===== src/rtl/pmesh_pkg.sv =====
`default_nettype none
// +--------------------------------------------------------------------------+
// | pmesh_pkg : pmesh NoC2/NoC3 channel types and tracker helpers. Rev 1.0   |
// +--------------------------------------------------------------------------+
package pmesh_pkg;

  localparam int DCP_MSHRID_WIDTH = 8;
  localparam int CH_IDX_W         = 8;
  localparam int MAX_MSHR         = 1 << DCP_MSHRID_WIDTH;

  typedef logic [DCP_MSHRID_WIDTH-1:0] mshrid_t;

  typedef struct packed {
    logic        valid;
    logic [4:0]  msg_type;
    mshrid_t     mshrid;
    logic [39:0] addr;
    logic [2:0]  data_size;
    logic [63:0] data;
  } pmesh_noc2_o_t;

  typedef struct packed {
    logic ready;
  } pmesh_noc2_i_t;

  typedef struct packed {
    logic        valid;
    mshrid_t     mshrid;
    logic [63:0] resp_data;
  } pmesh_noc3_in_t;

  // Upper bits of ch stay zero when NUM_CH is small.
  typedef struct packed {
    logic                valid;
    logic [CH_IDX_W-1:0] ch;
    mshrid_t             mshrid;
  } trk_entry_t;

  function automatic logic [DCP_MSHRID_WIDTH-1:0] lowest_set_idx(input logic [MAX_MSHR-1:0] vec);
    lowest_set_idx = '0;
    for (int i = MAX_MSHR - 1; i >= 0; i--) begin
      if (vec[i]) lowest_set_idx = DCP_MSHRID_WIDTH'(i);
    end
  endfunction

endpackage
`default_nettype wire


===== src/rtl/pmesh_rr_arb.sv =====
`default_nettype none
// +--------------------------------------------------------------------------+
// | pmesh_rr_arb : round-robin arbiter, one-hot grant. Rev 1.0               |
// +--------------------------------------------------------------------------+
module pmesh_rr_arb #(
  parameter int NUM_CH = 4
) (
  input  logic              clk,
  input  logic              reset,
  input  logic [NUM_CH-1:0] i_req,
  input  logic              i_en,
  output logic [NUM_CH-1:0] o_gnt
);

  generate
    if (NUM_CH == 1) begin : g_single
      assign o_gnt = i_req & {NUM_CH{i_en}};
    end else begin : g_multi
      localparam int c_ptr_w = $clog2(NUM_CH);

      // r_ptr is the highest-priority channel for the next grant.
      logic [c_ptr_w-1:0] r_ptr;
      logic [c_ptr_w-1:0] w_win;
      logic               w_any;
      int                 w_idx;

      always_comb begin
        w_win = r_ptr;
        w_any = 1'b0;
        w_idx = 0;
        o_gnt = '0;
        for (int k = 0; k < NUM_CH; k++) begin
          w_idx = int'(r_ptr) + k;
          if (w_idx >= NUM_CH) w_idx = w_idx - NUM_CH;
          if (!w_any && i_req[w_idx]) begin
            w_any = 1'b1;
            w_win = c_ptr_w'(w_idx);
          end
        end
        if (w_any && i_en) o_gnt[w_win] = 1'b1;
      end

      always_ff @(posedge clk or posedge reset) begin
        if (reset) begin
          r_ptr <= '0;
        end else if (i_en && w_any) begin
          r_ptr <= (w_win == c_ptr_w'(NUM_CH - 1)) ? '0 : w_win + c_ptr_w'(1);
        end
      end
    end
  endgenerate

endmodule
`default_nettype wire


===== src/rtl/pmesh_noc_mux.sv =====
`default_nettype none
// +--------------------------------------------------------------------------+
// | pmesh_noc_mux : NUM_CH-client NoC2 mux with mshrid remap and NoC3 route. |
// | Rev 1.0                                                                  |
// +--------------------------------------------------------------------------+
module pmesh_noc_mux
  import pmesh_pkg::*;
#(
  parameter int NUM_CH    = 4,
  parameter int NUM_MSHR  = 8,
  parameter int MSHR_BASE = 0
) (
  input  logic                          clk,
  input  logic                          reset,
  input  pmesh_noc2_o_t                 cli_req_i  [NUM_CH],
  output pmesh_noc2_i_t                 cli_req_o  [NUM_CH],
  output pmesh_noc3_in_t                cli_resp_o [NUM_CH],
  output pmesh_noc2_o_t                 noc2_o,
  input  pmesh_noc2_i_t                 noc2_i,
  input  pmesh_noc3_in_t                noc3_i,
  output logic [$clog2(NUM_MSHR+1)-1:0] outstanding_o,
  output logic                          err_o
);

  localparam int c_ch_w  = (NUM_CH > 1) ? $clog2(NUM_CH) : 1;
  localparam int c_idx_w = (NUM_MSHR > 1) ? $clog2(NUM_MSHR) : 1;
  localparam int c_cnt_w = $clog2(NUM_MSHR + 1);

  pmesh_noc2_o_t       r_stage;
  trk_entry_t          r_trk  [NUM_MSHR];
  pmesh_noc3_in_t      r_resp [NUM_CH];
  logic [c_cnt_w-1:0]  r_cnt;
  logic                r_err;

  logic [NUM_CH-1:0]   w_req;
  logic [NUM_CH-1:0]   w_gnt;
  logic [NUM_MSHR-1:0] w_free;
  logic                w_arb_en;
  logic                w_hs;
  logic [c_ch_w-1:0]   w_win;
  logic [c_idx_w-1:0]  w_alloc;
  logic [c_idx_w-1:0]  w_rsp_idx;
  pmesh_noc2_o_t       w_load;
  trk_entry_t          w_rsp_ent;
  logic                w_rsp_in_rng;
  logic                w_rsp_hit;
  logic                w_drop;
  int                  w_rsp_off;

  // Free vector comes from registered entries, so a slot released this cycle
  // only becomes allocatable on the next one.
  always_comb begin
    w_free = '0;
    w_req  = '0;
    for (int k = 0; k < NUM_MSHR; k++) w_free[k] = !r_trk[k].valid;
    for (int i = 0; i < NUM_CH; i++)   w_req[i]  = cli_req_i[i].valid;
    w_arb_en = !reset && (!r_stage.valid || noc2_i.ready) && (|w_free);
  end

  pmesh_rr_arb #(
    .NUM_CH (NUM_CH)
  ) u_arb (
    .clk   (clk),
    .reset (reset),
    .i_req (w_req),
    .i_en  (w_arb_en),
    .o_gnt (w_gnt)
  );

  always_comb begin
    w_hs  = |w_gnt;
    w_win = '0;
    for (int i = 0; i < NUM_CH; i++) begin
      if (w_gnt[i]) w_win = c_ch_w'(i);
      cli_req_o[i].ready = w_gnt[i];
    end
    w_alloc       = c_idx_w'(lowest_set_idx(MAX_MSHR'(w_free)));
    w_load        = cli_req_i[w_win];
    w_load.valid  = 1'b1;
    w_load.mshrid = mshrid_t'(MSHR_BASE + int'(w_alloc));
  end

  always_comb begin
    w_rsp_off    = int'(noc3_i.mshrid) - MSHR_BASE;
    w_rsp_in_rng = (w_rsp_off >= 0) && (w_rsp_off < NUM_MSHR);
    w_rsp_idx    = c_idx_w'(w_rsp_off);
    w_rsp_ent    = r_trk[w_rsp_idx];
    w_rsp_hit    = noc3_i.valid && w_rsp_in_rng && w_rsp_ent.valid;
    w_drop       = noc3_i.valid && !w_rsp_hit;
  end

  always_ff @(posedge clk or posedge reset) begin
    if (reset) begin
      r_stage <= '0;
    end else if (w_hs) begin
      r_stage <= w_load;
    end else if (noc2_i.ready) begin
      r_stage.valid <= 1'b0;
    end
  end

  // A hit entry is allocated and the alloc target is free, so they never collide.
  always_ff @(posedge clk or posedge reset) begin
    if (reset) begin
      for (int k = 0; k < NUM_MSHR; k++) r_trk[k] <= '0;
    end else begin
      if (w_rsp_hit) r_trk[w_rsp_idx].valid <= 1'b0;
      if (w_hs) begin
        r_trk[w_alloc].valid  <= 1'b1;
        r_trk[w_alloc].ch     <= CH_IDX_W'(w_win);
        r_trk[w_alloc].mshrid <= cli_req_i[w_win].mshrid;
      end
    end
  end

  always_ff @(posedge clk or posedge reset) begin
    if (reset) begin
      r_cnt <= '0;
      r_err <= 1'b0;
    end else begin
      case ({w_hs, w_rsp_hit})
        2'b10:   r_cnt <= r_cnt + c_cnt_w'(1);
        2'b01:   r_cnt <= r_cnt - c_cnt_w'(1);
        default: r_cnt <= r_cnt;
      endcase
      if (w_drop) r_err <= 1'b1;
    end
  end

  always_ff @(posedge clk or posedge reset) begin
    if (reset) begin
      for (int i = 0; i < NUM_CH; i++) r_resp[i] <= '0;
    end else begin
      for (int i = 0; i < NUM_CH; i++) begin
        r_resp[i] <= '0;
        if (w_rsp_hit && (w_rsp_ent.ch == CH_IDX_W'(i))) begin
          r_resp[i].valid     <= 1'b1;
          r_resp[i].mshrid    <= w_rsp_ent.mshrid;
          r_resp[i].resp_data <= noc3_i.resp_data;
        end
      end
    end
  end

  assign noc2_o        = r_stage;
  assign outstanding_o = r_cnt;
  assign err_o         = r_err;
  assign cli_resp_o    = r_resp;

endmodule
`default_nettype wire

===== config.mk =====
export PLATFORM = sky130hd
export DESIGN_NAME = pmesh_noc_mux
export DESIGN_NICKNAME = d
export VERILOG_FILES = /design/src/rtl/pmesh_pkg.sv /design/src/rtl/pmesh_rr_arb.sv /design/src/rtl/pmesh_noc_mux.sv
export SDC_FILE = /design/constraint.sdc
export NUM_CORES = 1
export LEC_CHECK = 0
export ABC_AREA = 1
export ABC_CLOCK_PERIOD_IN_PS = 34400
export BUFFER_PORTS_ARGS = -buffer_cell sky130_fd_sc_hd__buf_2
export CORE_AREA = 4 4 381 383
export CTS_BUF_LIST = sky130_fd_sc_hd__clkbuf_2
export CTS_CLUSTER_DIAMETER = 150
export DETAILED_ROUTE_END_ITERATION = 6
export DIE_AREA = 0 0 385 387
export GPL_ROUTABILITY_DRIVEN = 0
export PLACE_DENSITY_LB_ADDON = 0.08
export SYNTH_ARGS = -nofsm -noshare
export SYNTH_HDL_FRONTEND = slang
export SYNTH_SLANG_ARGS = --single-unit

===== constraint.sdc =====
create_clock -name clk -period 34.4 [get_ports clk]
set_input_delay 3.44 -clock clk [delete_from_list [all_inputs] [get_ports clk]]
set_output_delay 3.44 -clock clk [all_outputs]
set_load 0.02 [all_outputs]

==> results of run 1 <==
==> report_power, final <==
group | switching [mW] | internal (mW) | leakage [nW]
clock | 0.309 | 0.203 | 1.13
combinational | 1.12 | 0.412 | 11.0
sequential | 0.0693 | 0.724 | 6.69
total | 1.50 | 1.34 | 18.8
==> critical path, delay by kind of cell <==
kind,cells,cell delay (ns)
adder cells (fa/ha/maj),1,0.35
AO/OA/AOI/OAI,3,0.38
buffers and inverters,4,0.47
XOR/XNOR,1,0.17
AND/OR/NAND/NOR,6,0.95
==> layer usage <==
| metal | global-route usage, % | up-vias |
|---|---|---|
| li1 | - | 10900 |
| met1 | 18.5 | 10400 |
| met2 | 26.9 | 869 |
| met3 | 6.48 | 242 |
| met4 | 4.24 | 68 |
| met5 | 0 | - |
==> worst max-delay path by stage <==
stage	cells after the start	end	slack, ns	startpoint
floorplan	7	cli_req_o[0]	14.39	reset
global placement	15	cli_req_o[0]	25.13	cli_req_i[120]
detailed placement	15	cli_req_o[0]	25.16	cli_req_i[362]
CTS	15	cli_req_o[0]	25.14	cli_req_i[362]
global route	15	cli_req_o[0]	24.88	cli_req_i[362]
finish	15	cli_req_o[0]	25.19	cli_req_i[362]
==> final cells by class <==
| cell class | instances | share of cell area [%] |
|---|---|---|
| well taps | 1890 | 7.57 |
| inverters | 516 | 6.24 |
| clock inverters | 38 | 0.777 |
| clock buffers | 247 | 3.96 |
| repair buffers | 1005 | 16.4 |
| diodes | 36 | 0.288 |
| flip-flops and latches | 503 | 40.3 |
| multi-input cells | 1710 | 24.5 |
==> registers in the layout (all words and copies together) (netlist names) <==
signal               cells
cli_resp_o             292
err_o                    1
noc2_o                 116
outstanding_o            4
r_trk                   88
u_arb.g_multi.r_ptr      2
==> synth_stat cells (all sizes together) <==
master	n	area (µm²)
ha	7	87.6
o22ai	33	206
nand2	812	3050
and2	1	6.26
xnor2	3	26.3
clkbuf	34	129
conb	1	3.75
nand4	3	33.8
buf	117	624
or2	3	18.8
a21oi	5	25.0
o211ai	69	532
dfrtp	503	12600
a22oi	3	22.5
or3	2	12.5
a21o	1	7.51
or4	5	37.5
nand3	338	1750
a221oi	3	26.3
a21boi	1	7.51
nand3b	1	7.51
o31ai	2	15.0
o21ai	84	432
nor2	326	1250
inv	514	1930
xor2	2	17.5
nor4	1	6.26
clkinv	2	7.51
==> stage by stage <==
| stage | utilization [%] | worst slack, ns | cell area [µm²] | hold slack [ns] |
|---|---|---|---|---|
| 5_1_grt | 22.1 | 24.88 | 31200 | 0.485 |
| 3_5_place_dp | 21.0 | 25.16 | 29700 | 0.443 |
| 3_3_place_gp | 21.0 | 25.13 | 29700 | 0.446 |
| 2_1_floorplan | - | 14.39 | 22900 | 0.442 |
| 4_1_cts | 22.0 | 25.14 | 31200 | 0.465 |
| 6_report | 22.1 | 25.19 | 31200 | 0.458 |
==> cells by family after synthesis <==
logic type | share of synthesized area [%]
AOI/OAI and AO/OA | 5.57
xor gates and xnor gates | 0.192
adders and majority gates | 0.383
buffers and inverters | 11.8
DFF | 55.1
other | 0.0164
and+or+nand+nor | 27.0
==> key figures, run 1 <==
Run status
  • Outcome: complete, no violations

Detailed routing
  • First-pass DRT Iterations: 5
  • DR vias: 22,500
  • Total wire length: 121 mm
  • Detail-routed via count per cell: 3.79
  • Met3 WL post-DR: 10.9 mm
  • DRC: 0
  • Top layer in use: met5
  • DRT antenna net count: 0
  • Initial drt markers: 975
  • Post-Route M1 WL: 49.4 mm
  • Wirelength per Cell: 20.4 µm
  • Met2 Wirelength: 58.0 mm

Min path
  • WHS Path Cells: 1
  • Worst hold endpoint: err_o
  • Hold Crit Start: err_o
  • Hold crit path type: reg2reg

STA
  • TNS Setup: 0 ns
  • RSZ-0062 raised after global routing: no
  • Period Utilization, post-route: 26.8%
  • Worst-margin pin slew: 1.00 ns
  • Final setup viols: 0
  • Endpoints failing hold: 0
  • Fin crit period: 9.21 ns
  • Slew Limit Headroom: 33.0%
  • Max Clk Rate: 0.109 GHz
  • Max Slew Vio Count: 0
  • Clk_skew: 0.134 ns

Synth
  • Post-synthesis sequential area ratio: 55.1%
  • Avg Cell Area, Syn: 7.95 µm²
  • Synth Warn #: 0
  • Post-Syn Area: 22,900 µm²
  • Syn Inst Count: 2,876
  • Synth cell types: 43
  • Yosys reg bits: 503

Placement
  • Detailed placer's ending HPWL: 89.4 mm
  • Placed cells: 5,624
  • Port bufs: 976

Floorplan
  • Die W: 385 µm
  • Row count: 138
  • Core Area: 141,000 µm²
  • Die Y: 387 µm
  • Initial core utilization: 16.2%
  • IO Pins: 982
  • Die area: 149,000 µm²

Critical path
  • Worst-path cell chain: buf_2, inv_1, nand2_1, nand3_1, nand2_1, nor2_4, o21ai_0, o31ai_1, xor2_1, nand2_1, o21ai_0, ha_1, nand3_4, inv_1, buf_2
  • Slowest CP cell: nand3_4
  • Worst reg2reg path endpoint: r_trk[4]
  • Top cell by count, worst path: nand2_1
  • Critical path endpoint category: output port
  • Slowest stage delay, CP: 0.43 ns
  • Crit path DAT: 5.77 ns
  • Crit start category: input pin
  • Max FO, Critical Path: 40
  • Data required, critical path: 30.96 ns
  • Worst-case reg-to-reg path depth: 18
  • R2R Path Start: u_arb.g_multi.r_ptr[0]
  • Critical path class: in2out
  • Reg2Reg Setup Slack: 29.43 ns

Clock network
  • Clock tree buffer depth: 3
  • Post-CTS sizing: 0
  • Root Buffer: clkbuf_2
  • CTS Sinks: 503
  • Post-CTS setup buffer count: 0
  • Clock-pin slew on the worst setup and hold paths: 0.08 ns
  • CTS tree: yes
  • CTS Buf Count: 160
  • Clock latency on the worst-skew pair: 1.47 ns
  • H-tree depth: 4
  • CTS Hold Buffers Added: 0

Global routing
  • Remaining Overflow, GRT: 0
  • Largest net degree at the start of global routing: 145
  • Initial antenna violation count: 78
  • First-pass GRT wire length: 173 mm
  • Total track usage: 15.9%
  • Vias in the first global route: 23,600

Pwr
  • Final Power: 2.84 mW
  • Max rail drop VDD: 0.0911 mV
  • Pwr Density: 90.9 nW/µm²
  • Leak pwr: 18.8 nW

Cells and area
  • Multi-input logic area: 7660 µm²
  • Fin cells: 5,945
  • Sequential cell area: 12,600 µm²
  • # nets final: 4,463
  • Fill cells: 16,200
  • Syn-to-layout area delta: 36.7%
  • Layout cell share with drive strength beyond 1: 32.7%
  • Commonest non-fill, non-tap cell in the layout: buf_2
  • Most frequent cells in the layout: buf_2, nand2_1, inv_1

Flow run
  • Max-cap violation count: 0
No activity file was read; power rests on OpenSTA's default activity.
==> run 2: changes to the inputs <==
- ABC_CLOCK_PERIOD_IN_PS: 34400 -> 8550
- CORE_AREA: 4 4 381 383 -> 4 4 380 382
- DIE_AREA: 0 0 385 387 -> 0 0 384 386
- clock period: 34.4 -> 8.55 ns (I/O delays scaled with it)
==> key figures, run 2 (same netlist as run 1, synthesis figures left out) <==
Run status
  • Outcome: complete, no violations

Critical path
  • Top cell by count, worst path: nand2_1
  • Critical path class: reg2reg
  • Reg2Reg Setup Slack: 2.37 ns
  • Data required, critical path: 9.81 ns
  • Crit path DAT: 7.44 ns
  • Critical path endpoint category: register
  • Worst-path cell chain: inv_4, nand2_1, nand2_1, nand2_1, nand2_1, nor2_4, o21ai_0, o31ai_1, xor2_1, nand2_1, o21ai_0, ha_1, inv_1, nand4_4, buf_4, nand2_8, inv_4, nand2_1, nand3_1, dlygate4sd3_1, nand3_1, dlygate4sd3_1
  • Slowest CP cell: inv_4
  • Crit start category: register
  • CP delay by family, top: buffers and inverters
  • Crit path buf inv count: 6
  • Slowest stage delay, CP: 1.01 ns
  • Max FO, Critical Path: 138

Clock network
  • H-tree depth: 4
  • Root Buffer: clkbuf_2
  • Clock-pin slew on the worst setup and hold paths: 0.09 ns
  • Post-CTS setup buffer count: 0
  • Clock tree buffer depth: 3
  • Post-CTS sizing: 0
  • CTS Hold Buffers Added: 695
  • Clock latency on the worst-skew pair: 1.47 ns
  • CTS Sinks: 503
  • CTS tree: yes
  • CTS Buf Count: 156

Cells and area
  • Fill cells: 16,000
  • Syn-to-layout area delta: 67.5%
  • Post-route core utilization: 27.1%
  • Fin cells: 6,600
  • # nets final: 5,151
  • Max FFs per register: 292
  • Layout cell share with drive strength beyond 1: 28.2%
  • Final Cell Area: 38,300 µm²
  • Commonest non-fill, non-tap cell in the layout: buf_2
  • Most frequent cells in the layout: buf_2, nand2_1, dlygate4sd3_1

STA
  • Max Slew Vio Count: 0
  • RSZ-0062 raised after global routing: no
  • Worst-margin pin slew: 1.02 ns
  • Period Utilization, post-route: 72.3%
  • Endpoints failing hold: 0
  • WHS: 0.344 ns
  • TNS Setup: 0 ns
  • Slew Limit Headroom: 32.0%
  • Max Clk Rate: 0.162 GHz
  • Clk_skew: 0.101 ns
  • Fin crit period: 6.18 ns
  • Final setup viols: 0

Floorplan
  • Row count: 138
  • Die Y: 386 µm
  • Core Area: 141,000 µm²
  • IO Pins: 982
  • Die W: 384 µm
  • Initial core utilization: 16.2%
  • Die area: 148,000 µm²

Detailed routing
  • DRC: 0
  • Detail-routed via count per cell: 3.83
  • Wirelength per Cell: 18.7 µm
  • First-pass DRT Iterations: 5
  • Initial drt markers: 890
  • DR vias: 25,300
  • Total wire length: 124 mm
  • DRT antenna net count: 0

Flow run
  • Max-cap violation count: 0

Global routing
  • Largest net degree at the start of global routing: 172
  • Vias in the first global route: 26,800
  • Total track usage: 16.3%
  • First-pass GRT wire length: 179 mm
  • Initial antenna violation count: 55
  • Remaining Overflow, GRT: 0

Placement
  • Detailed placer's ending HPWL: 89.1 mm
  • Placed cells: 5,621
  • Port bufs: 976
  • Cell area after placement: 29,900 µm²

Pwr
  • Pwr Density: 354 nW/µm²
  • Max rail drop VDD: 0.318 mV
  • Leak pwr: 21.3 nW

Min path
  • Hold crit path type: in2reg
[run 2: stage by stage]
stage	power [mW]	setup slack, ns
final	13.5	2.37
after global routing	14.8	1.74
after CTS	13.8	2.22
after detailed placement	9.62	2.91
after global placement	9.64	2.94
after floorplan	7.54	-1.95
[run 2: layout make-up]
type	instances	area [µm²]	share of cell area, %
Sequential cell	503	12600	32.9
Timing Repair Buffer	1697	12100	31.5
Multi-Input combinational cell	1710	7920	20.7
Tap cell	1890	2360	6.18
Inverter	516	1950	5.10
Clock buffer	220	1100	2.88
Clock inverter	37	235	0.614
Antenna cell	27	67.6	0.176
[run 2: report_power, final]
group,switching [mW],internal (mW),total [mW]
clock,1.18,0.737,1.92
combinational,4.80,3.61,8.41
sequential,0.309,2.92,3.22
total,6.29,7.26,13.5
[run 2: path summary, 6_finish.rpt]
kind	to	cells past startpoint	start
worst min-delay path	cli_resp_o[82]	4	noc3_i[9]
min in group asynchronous	r_trk[127]	4	reset
max in group asynchronous	cli_resp_o[199]	7	reset
worst max-delay path	noc2_o[94]	22	u_arb.g_multi.r_ptr[0]
worst min register to register	outstanding_o[3]	1	outstanding_o[3]
worst max register to register	noc2_o[94]	22	u_arb.g_multi.r_ptr[0]
[run 2: worst register-to-register path, cell delays in order (launching register included)]
cell,delay [ns]
dfrtp_1,0.55
inv_4,0.10
nand2_1,0.07
nand2_1,0.09
nand2_1,0.07
nand2_1,0.09
nor2_4,0.13
o21ai_0,0.11
o31ai_1,0.09
xor2_1,0.17
nand2_1,0.06
o21ai_0,0.15
ha_1,0.32
inv_1,0.10
nand4_4,0.09
buf_4,0.61
nand2_8,0.73
inv_4,1.02
nand2_1,0.22
nand3_1,0.11
dlygate4sd3_1,0.55
nand3_1,0.06
dlygate4sd3_1,0.56
[run 2: layer usage]
metal  GRT usage (%)  up-vias  share of wire [%]
li1                -    12300                  -
met1            19.3    11900                 41
met2            27.4      874                 47
met3            5.95      215                8.2
met4            5.00       28                2.8
met5               0        -               0.14
==> run 3: changes to the inputs <==
- ABC_CLOCK_PERIOD_IN_PS: 8550 -> 6000
- clock period: 8.55 -> 6 ns (I/O delays scaled with it)
==> key figures, run 3 (same netlist as run 1, synthesis figures left out) <==
Cells and area
  • Max FFs per register: 292
  • Sequential cell area: 12,600 µm²
  • Multi-input logic area: 7920 µm²
  • Syn-to-layout area delta: 73.7%
  • Most frequent cells in the layout: buf_2, dlygate4sd3_1, nand2_1
  • Fill cells: 15,800
  • Commonest non-fill, non-tap cell in the layout: buf_2
  • Layout cell share with drive strength beyond 1: 27.4%
  • # nets final: 5,294

Critical path
  • Critical path class: reg2reg
  • Slowest stage delay, CP: 0.97 ns
  • Crit start category: register
  • Slowest CP cell: dlygate4sd3_1
  • Worst-case reg-to-reg path depth: 21
  • R2R Path Start: u_arb.g_multi.r_ptr[0]
  • Worst-path cell chain: inv_4, nand2_1, nand2_1, nand2_1, nand2_1, inv_1, o31ai_1, xor2_1, nand2_1, o21ai_0, ha_1, inv_1, nand4_4, buf_6, nand3_1, nand3_4, dlygate4sd3_1, nand3_2, dlygate4sd3_1, nand2_1, dlygate4sd3_1
  • Data required, critical path: 7.35 ns
  • Max FO, Critical Path: 63
  • Reg2Reg Setup Slack: 0.52 ns
  • Top cell by count, worst path: nand2_1
  • Critical path endpoint category: register
  • Crit path DAT: 6.83 ns
  • Worst reg2reg path endpoint: r_trk[2]

Global routing
  • Remaining Overflow, GRT: 0
  • Vias in the first global route: 27,600
  • Total track usage: 16.5%
  • Largest net degree at the start of global routing: 183
  • First-pass GRT wire length: 183 mm
  • Initial antenna violation count: 45

Clock network
  • Root Buffer: clkbuf_2
  • CTS tree: yes
  • CTS Sinks: 503
  • Clock-pin slew on the worst setup and hold paths: 0.11 ns
  • Clock latency on the worst-skew pair: 1.45 ns
  • Clock tree buffer depth: 3
  • CTS Buf Count: 158
  • H-tree depth: 4

STA
  • Fin crit period: 5.48 ns
  • Final setup viols: 0
  • Slew Limit Headroom: 35.4%
  • WHS: 0.270 ns
  • Period Utilization, post-route: 91.3%
  • Max Slew Vio Count: 0
  • Worst-margin pin slew: 0.968 ns
  • Clk_skew: 0.107 ns
  • Final worst slack: 0.525 ns
  • Max Clk Rate: 0.183 GHz
  • RSZ-0062 raised after global routing: no
  • Endpoints failing hold: 0

Pwr
  • Leak pwr: 21.7 nW
  • Switching power: 9.06 mW
  • Int Power: 10.9 mW
  • Pwr Density: 502 nW/µm²
  • Switching share of power: 45.4%
  • Final Power: 19.9 mW
  • Comb pwr share: 63.1%
  • Max rail drop VDD: 1.01 mV
  • Clk pwr share: 13.9%
  • Seq pwr share: 23.1%

Detailed routing
  • First-pass DRT Iterations: 5
  • DRT antenna net count: 0
  • Post-Route M1 WL: 53.6 mm
  • DR vias: 25,900
  • Top layer in use: met5
  • Initial drt markers: 1,080
  • Met3 WL post-DR: 9.10 mm
  • Total wire length: 125 mm
  • Met2 Wirelength: 58.4 mm
  • Wirelength per Cell: 18.5 µm
  • Detail-routed via count per cell: 3.85
  • DRC: 0

Floorplan
  • Initial core utilization: 16.2%
  • IO Pins: 982
  • Row count: 138
  • Die area: 148,000 µm²
  • Core Area: 141,000 µm²
  • Die Y: 386 µm
  • Die W: 384 µm

Min path
  • Hold Crit Start: noc3_i[70]
  • Worst hold endpoint: r_trk[67]
  • Hold crit path type: in2reg
  • WHS Path Cells: 9

Flow run
  • Max-cap violation count: 0

Placement
  • Detailed placer's ending HPWL: 89.9 mm
  • Setup slack at placement: 1.64 ns
  • Port bufs: 976

Run status
  • Outcome: complete, no violations
-- run 3: stage by stage --
step	utilization [%]	instances	instance area (µm²)	TNS, ns
2_1_floorplan	-	2880	23300	-1491.03
3_3_place_gp	21.3	5627	30000	0
3_5_place_dp	21.3	5627	30000	0
4_1_cts	28.1	6706	39600	0
5_1_grt	28.1	6722	39700	0
6_report	28.2	6730	39700	0
-- run 3: power by group through the flow --
stage	Sequential [mW]	Combinational, mW	Clock (mW)
final	4.60	12.6	2.76
after global routing	4.69	14.0	3.12
after global placement	4.69	9.09	0
after floorplan	5.03	5.71	0
after detailed placement	4.65	9.13	0
after CTS	4.61	12.8	2.97
-- run 3: routing by layer --
metal | GRT usage, % | vias to the layer above
li1 | - | 12500
met1 | 20.2 | 12200
met2 | 27.5 | 890
met3 | 5.33 | 222
met4 | 5.18 | 30
met5 | 0 | -
-- run 3: cell type report --
| cell class | instances | share of cell area, % |
|---|---|---|
| timing repair buffer | 1838 | 34.0 |
| antenna | 24 | 0.151 |
| inverter | 516 | 4.92 |
| clock inverter | 38 | 0.699 |
| multi-input combinational | 1710 | 20.0 |
| clock buffer | 211 | 2.66 |
| sequential | 503 | 31.7 |
| tap | 1890 | 5.96 |
-- run 3: worst max-delay path by stage --
| stage | from | to | slack (ns) | cells after the start |
|---|---|---|---|---|
| 6_report | u_arb.g_multi.r_ptr[0] | r_trk[2] | 0.52 | 21 |
| 3_3_place_gp | cli_req_i[362] | outstanding_o[2] | 1.66 | 23 |
| 3_5_place_dp | cli_req_i[362] | r_trk[109] | 1.64 | 20 |
| 4_1_cts | u_arb.g_multi.r_ptr[0] | r_trk[2] | 0.32 | 21 |
| 2_1_floorplan | reset | outstanding_o[2] | -4.24 | 15 |
| 5_1_grt | u_arb.g_multi.r_ptr[0] | r_trk[2] | 0.05 | 21 |
-- run 3: worst max-delay path: cells and delay by family (launching register included) --
family,cells,cell delay [ns]
buf+inv,7,2.85
simple gates,10,1.08
flops,1,0.51
compound gates,2,0.40
fa+ha+maj,1,0.33
xor+xnor,1,0.17
-- run 3: repair_timing --
| action | 4_1_cts | 5_1_grt |
|---|---|---|
| setup buffers | 0 | 0 |
| hold endpoints to repair | 745 | 0 |
| resized for setup | 0 | 2 |
| hold buffers | 830 | 0 |
| setup endpoints to repair | 0 | 3 |
